### config.mk
export PLATFORM = sky130hd
export DESIGN_NAME = slice_sched
export DESIGN_NICKNAME = d
export VERILOG_FILES = /design/src/rtl/slice_pkg.sv /design/src/rtl/slice_unit.sv /design/src/rtl/slice_sched.sv
export SDC_FILE = /design/constraint.sdc
export NUM_CORES = 1
export LEC_CHECK = 0
export ABC_AREA = 1
export CORE_MARGIN = 5
export CORE_UTILIZATION = 37
export CTS_BUF_LIST = sky130_fd_sc_hd__clkbuf_4
export CTS_CLUSTER_SIZE = 8
export DETAILED_ROUTE_END_ITERATION = 8
export GPL_ROUTABILITY_DRIVEN = 1
export GPL_TIMING_DRIVEN = 0
export PLACE_DENSITY = 0.66
export REMOVE_ABC_BUFFERS = 1
export SYNTH_ARGS = -nofsm -noshare
export SYNTH_HDL_FRONTEND = slang
export SYNTH_SLANG_ARGS = --single-unit
### constraint.sdc
create_clock -name clk_i -period 4.6 [get_ports clk_i]
set_clock_uncertainty 0.15 [all_clocks]
set_input_delay 0.92 -clock clk_i [delete_from_list [all_inputs] [get_ports clk_i]]
set_output_delay 0.92 -clock clk_i [all_outputs]
set_load 0.1 [all_outputs]
### src/rtl/slice_pkg.sv
// ---------------------------------------------------------------------------
// slice_pkg
// Shared definitions for the slice scheduler: operation encoding, engine width
// and the pure bit-slice function used by both the datapath and the bench.
// ---------------------------------------------------------------------------
package slice_pkg;

   localparam int SLICE_W = 8;

   typedef enum logic [1:0] {
      OP_PASS = 2'b00,
      OP_REV  = 2'b01,
      OP_SWAP = 2'b10,
      OP_EXT  = 2'b11
   } slice_op_t;

   // fld = {hi[2:0], lo[2:0]}; only OP_EXT looks at it.
   function automatic logic [SLICE_W-1:0] slice_fn(input logic [SLICE_W-1:0] d,
                                                   input slice_op_t          op,
                                                   input logic [5:0]         fld);
      logic [SLICE_W-1:0] r;
      logic [SLICE_W-1:0] sh;
      logic [2:0]         hi;
      logic [2:0]         lo;
      r  = '0;
      sh = '0;
      hi = fld[5:3];
      lo = fld[2:0];
      case (op)
         OP_PASS: r = d;
         OP_REV: begin
            for (int j = 0; j < SLICE_W; j++) r[j] = d[SLICE_W-1-j];
         end
         OP_SWAP: r = {d[3:0], d[7:4]};
         default: begin
            // Inverted field (lo > hi) yields zero.
            if (lo <= hi) begin
               sh = d >> lo;
               for (int j = 0; j < SLICE_W; j++) begin
                  if (j <= int'(hi - lo)) r[j] = sh[j];
               end
            end
         end
      endcase
      return r;
   endfunction

endpackage

### src/rtl/slice_unit.sv
// ---------------------------------------------------------------------------
// slice_unit
// Combinational 8-bit bit-slice engine.
// Ports:
//   data_i   in  8  operand
//   op_i     in  2  operation (slice_op_t encoding)
//   fld_i    in  6  field select {hi, lo} for extract
//   result_o out 8  sliced result
// ---------------------------------------------------------------------------
module slice_unit
   import slice_pkg::*;
(
   input  logic [SLICE_W-1:0] data_i,
   input  logic [1:0]         op_i,
   input  logic [5:0]         fld_i,
   output logic [SLICE_W-1:0] result_o
);

   assign result_o = slice_fn(data_i, slice_op_t'(op_i), fld_i);

endmodule

### src/rtl/slice_sched.sv
// ---------------------------------------------------------------------------
// slice_sched
// Round-robin scheduler sharing one slice_unit between N_REQ requesters.
// One request accepted per cycle; result held in a one-deep output register
// tagged with the requester index.
// Ports:
//   clk_i        in   1        clock, rising edge
//   rst_n_i      in   1        asynchronous active-low reset
//   req_valid_i  in   N_REQ    per-requester request valid
//   req_ready_o  out  N_REQ    one-hot grant (combinational)
//   req_data_i   in   N_REQ*W  operands, requester k at [k*W +: W]
//   req_op_i     in   N_REQ*2  operations, requester k at [k*2 +: 2]
//   req_fld_i    in   N_REQ*6  field selects, requester k at [k*6 +: 6]
//   out_valid_o  out  1        result valid
//   out_ready_i  in   1        downstream accepts result
//   out_data_o   out  W        result
//   out_id_o     out  3        producing requester index
//   txn_cnt_o    out  16       saturating completed-output count
// ---------------------------------------------------------------------------
module slice_sched
   import slice_pkg::*;
#(
   parameter int N_REQ = 4,
   parameter int W     = 8
) (
   input  logic               clk_i,
   input  logic               rst_n_i,
   input  logic [N_REQ-1:0]   req_valid_i,
   output logic [N_REQ-1:0]   req_ready_o,
   input  logic [N_REQ*W-1:0] req_data_i,
   input  logic [N_REQ*2-1:0] req_op_i,
   input  logic [N_REQ*6-1:0] req_fld_i,
   output logic               out_valid_o,
   input  logic               out_ready_i,
   output logic [W-1:0]       out_data_o,
   output logic [2:0]         out_id_o,
   output logic [15:0]        txn_cnt_o
);

   logic          r_out_valid;
   logic [W-1:0]  r_out_data;
   logic [2:0]    r_out_id;
   logic [15:0]   r_txn_cnt;
   logic [2:0]    r_ptr;

   logic          w_free;
   logic          w_gnt_any;
   logic [2:0]    w_gnt_idx;
   logic          w_grant;
   logic [2:0]    w_ptr_nxt;
   logic [W-1:0]  w_sel_data;
   logic [1:0]    w_sel_op;
   logic [5:0]    w_sel_fld;
   logic [W-1:0]  w_result;
   int            w_scan;

   assign w_free = !r_out_valid || out_ready_i;

   // First valid requester at or after r_ptr, wrapping modulo N_REQ.
   always_comb begin
      w_gnt_any = 1'b0;
      w_gnt_idx = '0;
      w_scan    = 0;
      for (int i = 0; i < N_REQ; i++) begin
         w_scan = int'(r_ptr) + i;
         if (w_scan >= N_REQ) w_scan = w_scan - N_REQ;
         if (!w_gnt_any && req_valid_i[w_scan]) begin
            w_gnt_any = 1'b1;
            w_gnt_idx = 3'(w_scan);
         end
      end
   end

   assign w_grant   = w_free && w_gnt_any;
   assign w_ptr_nxt = (w_gnt_idx == 3'(N_REQ - 1)) ? 3'd0 : w_gnt_idx + 3'd1;

   always_comb begin
      req_ready_o = '0;
      for (int k = 0; k < N_REQ; k++) begin
         req_ready_o[k] = w_grant && (w_gnt_idx == 3'(k));
      end
   end

   assign w_sel_data = req_data_i[int'(w_gnt_idx)*W +: W];
   assign w_sel_op   = req_op_i[int'(w_gnt_idx)*2 +: 2];
   assign w_sel_fld  = req_fld_i[int'(w_gnt_idx)*6 +: 6];

   slice_unit u_slice (
      .data_i   (w_sel_data),
      .op_i     (w_sel_op),
      .fld_i    (w_sel_fld),
      .result_o (w_result)
   );

   // Output register: a grant reloads it even while draining (no bubble).
   always_ff @(posedge clk_i or negedge rst_n_i) begin
      if (!rst_n_i) begin
         r_out_valid <= 1'b0;
         r_out_data  <= '0;
         r_out_id    <= '0;
         r_ptr       <= '0;
      end else if (w_grant) begin
         r_out_valid <= 1'b1;
         r_out_data  <= w_result;
         r_out_id    <= w_gnt_idx;
         r_ptr       <= w_ptr_nxt;
      end else if (out_ready_i) begin
         r_out_valid <= 1'b0;
      end
   end

   always_ff @(posedge clk_i or negedge rst_n_i) begin
      if (!rst_n_i) begin
         r_txn_cnt <= '0;
      end else if (r_out_valid && out_ready_i && (r_txn_cnt != 16'hFFFF)) begin
         r_txn_cnt <= r_txn_cnt + 16'd1;
      end
   end

   assign out_valid_o = r_out_valid;
   assign out_data_o  = r_out_data;
   assign out_id_o    = r_out_id;
   assign txn_cnt_o   = r_txn_cnt;

endmodule

==> impl.org <==
** Detailed routing
- Number of iterations in the first detailed-routing pass :: 4
- Via density per instance :: 5.11
- Wirelength, routed :: 9900 µm
- The routed design uses between 500 and 600 µm of met3 wire.
- Count of unresolved DRC violations after routing :: 0
- The count of nets left with antenna violations once routing finished came out at 0.
- Vias after detailed routing :: 3,697
- Met2 WL post-DR :: approximately 4900 µm
- Uppermost layer routed :: met4
- For this block, wires on met1 add up to between 4000 and 5000 µm.
- DR WL/cell :: ~14 µm
- DR iter-0 viols :: 183

** Status
- Result of the run :: finished, final reports clean

** Logic synthesis
- In this run, synthesis inferred 0 flip-flops with an integrated enable.
- Main area contributors after synthesis :: dfrtp_1 (24%), nand2_1 (16%), nand3_1 (14%), inv_1 (5.8%), nor2_1 (4.8%)
- After technology mapping, the gate count stands at 498.
- Counting flops and latches in the post-synthesis netlist gives 31.
- Synth cell count leaders :: nand2_1 (138), nand3_1 (91), inv_1 (50), nor2_1 (42), dfrtp_1 (31)
- Avg Synthesized Cell Area :: 6.53 µm²
- The largest total area in the synthesized netlist belongs to dfrtp_1.
- The most used flip-flop cell after synthesis is dfrtp_1.
- Fraction of post-synthesis cell area in the top cell type by area :: about a quarter
- In the synthesized netlist the async set-or-reset flop fraction comes to 100%.
- Sequential cells were found to cover 23.8% of the synthesized design area.
- The most common cell in the synthesized netlist is nand2_1.
- Synthesis instantiated slightly above 40 different standard cells from the library.
- The mapped netlist covers 0.00325 mm².
- The Yosys step of the flow raised 0 warnings.

** Clocking
- Clock tree synthesis inserted a total of 5 buffers.
- Hold bufs inserted after CTS :: 0
- Cell at the root of the clock tree :: clkbuf_4
- For the worst-skew pair, the clock arrives at the later sink with an insertion delay of 0.33 ns.
- CTS built an H-tree with a depth of 2.
- Clock input transition at the sequential cells of the worst setup and hold paths :: 0.09 ns
- CTS saw 31 sinks.
- The clock passes through at most 2 buffers.
- CTS tree :: done

** STA
- Part of the cycle the worst path needs :: 95.4%
- Max Clock Freq :: approximately 0.23 GHz
- After routing, the total negative slack on setup checks comes to 0 ns.
- Setup repair after global routing could not meet its margin everywhere.
- Setup violations remaining at the end of the flow were counted as 0.
- Max Transition Viols Final :: 0
- Worst slew slack as a fraction of its limit :: 33.5%
- Post-route minimum period :: 4.39 ns
- Final Hold Violating Endpoints :: 0
- For the pin with the worst max-slew slack, the measured transition is 0.994 ns.

** GRT
- Global router's overall resource usage :: between 10% and 20%
- Antenna violations before repair :: 0
- Global route overflow :: 0
- The first global-routing pass estimated 16,200 µm of wire.
- Pin count of the biggest net entering global routing :: 32
- Number of global-route vias before repair :: around 3,600

** Layout
- For this run, the post-layout net count is 698.
- Post-route insts no fill :: between 700 and 800
- Final standard cell area without fillers :: approximately 0.0046 mm²
- In the final layout, the multi-input gates occupy approximately 0.0022 mm².
- Share of cells above drive strength 1 :: between 10% and 20%
- Number of fillers in the final layout :: 882
- Registers take 778 µm².
- The number of antenna diodes in the final layout is 0.
- Cells fill 53.2% of the core in the end.
- Area Overhead vs Synth :: 41.3%

** Floorplanning
- Row generation in the floorplan step produced 34 rows.
- Initial Util :: 37.7%
- I/O pins :: 103
- The die is 104 µm tall.
- The core region is 0.00864 mm².
- Area enclosed by the die boundary :: 0.0108 mm²
- Chip width :: 104 µm

** Placed design
- At the end of routability-driven placement, the weighted congestion stood at 0.886.
- IO Port Bufs :: 102
- Placed cell count :: 692
- Area of placed instances :: 0.00428 mm²
- After legalization and detailed placement, the total HPWL measured 7400 µm.

** Hold path
- In this run the worst hold path is classified as reg2reg.
- Worst hold path depth :: 2
- Hold Path Origin :: out_id_o[0]

** Job
- Max-cap viol count :: 0

** Worst setup path
- The setup path with the least slack is of type in2reg.
- Required time at the worst-slack endpoint :: roughly 4.7 ns
- The worst register-to-register path has a depth of 25.
- Startpoint of the worst setup timing path :: req_valid_i[0]
- CP Max Fanout :: 11
- For flop-to-flop paths, the worst setup slack is 0.33 ns.
- The worst setup path is launched from an input port.
- At the worst endpoint, the arrival time is 4.50 ns.
- In this run the critical register-to-register path is launched from r_ptr[0].
- STA classifies the critical path endpoint as a flop.
stage by stage:
stage | setup WS [ns] | hold WS [ns]
6_report | 0.213 | 0.341
5_1_grt | -0.0311 | 0.369
4_1_cts | 0.000370 | 0.345
3_5_place_dp | -1.01 | 0.323
3_3_place_gp | -0.976 | 0.327
2_1_floorplan | -0.0864 | 0.404
worst max-delay path, stage by stage:
cell	delay [ns]
clkdlybuf4s50_1	0.51
nand2_1	0.08
nand3_1	0.10
nand2_2	0.14
a21oi_2	0.23
nand2_1	0.16
nand2_4	0.16
nand3_1	0.12
nand3_1	0.13
nand2_2	0.11
nor2_4	0.15
ha_1	0.20
fa_1	0.17
inv_1	0.05
fa_1	0.53
inv_2	0.06
nor2_1	0.10
inv_1	0.06
nor2_2	0.12
nand3_1	0.11
a21oi_2	0.14
nor2_1	0.05
nor2_1	0.07
cells by family after synthesis:
logic type	synth area share (%)
adder cells (fa/ha/maj)	5.08
buffers and inverters	11.0
flip-flops	23.8
AO/OA/AOI/OAI	9.35
XOR/XNOR	3.77
AND/OR/NAND/NOR	47.0
cells in the final DEF, fill, tap and decap left out, types with 5 or more instances in the layout:
master,n
nand2_1,133
clkdlybuf4s50_1,96
nand3_1,91
inv_1,49
nor2_1,41
dfrtp_1,29
buf_4,19
a21oi_1,15
nand2_2,14
nand3_2,10
ha_1,10
o21ai_0,9
xor2_1,9
inv_2,8
nor2_4,6
nand4_1,6
clkbuf_4,6
xnor2_1,5
metal layers:
metal / vias up / track usage, %
met5: - / 0
met4: 0 / 5.64
met3: 18 / 3.73
met2: 113 / 31.1
met1: 1702 / 20.9
li1: 1864 / -
timing repair:
action | in CTS | in global routing
pin swaps | 2 | 8
buffers inserted | 3 | 17
cloned | 2 | 2
gates resized for setup | 26 | 24
endpoints found under the setup margin | 12 | 12
worst paths after layout:
| kind | to |
|---|---|
| min in group asynchronous | txn_cnt_o[1] |
| worst max register to register | out_data_o[5] |
| worst min-delay path | out_id_o[0] |
| worst min register to register | out_id_o[0] |
| worst max-delay path | out_data_o[5] |
| max in group asynchronous | r_ptr[1] |
flip-flops by register name, indices dropped and copies added, names as in the netlist:
register	cells
out_data_o	8
out_id_o	3
out_valid_o	1
r_ptr	3
txn_cnt_o	16
final cells by class:
type | instances | share of cell area [%]
clock buffers | 5 | 0.816
clock inverters | 2 | 0.190
inverters | 61 | 5.47
multi-input cells | 394 | 47.9
flip-flops and latches | 31 | 16.9
well taps | 108 | 2.94
repair buffers | 122 | 25.8
Power is not shown: default switching activity piles up to over one toggle a cycle in this logic, so the estimate is an artifact.
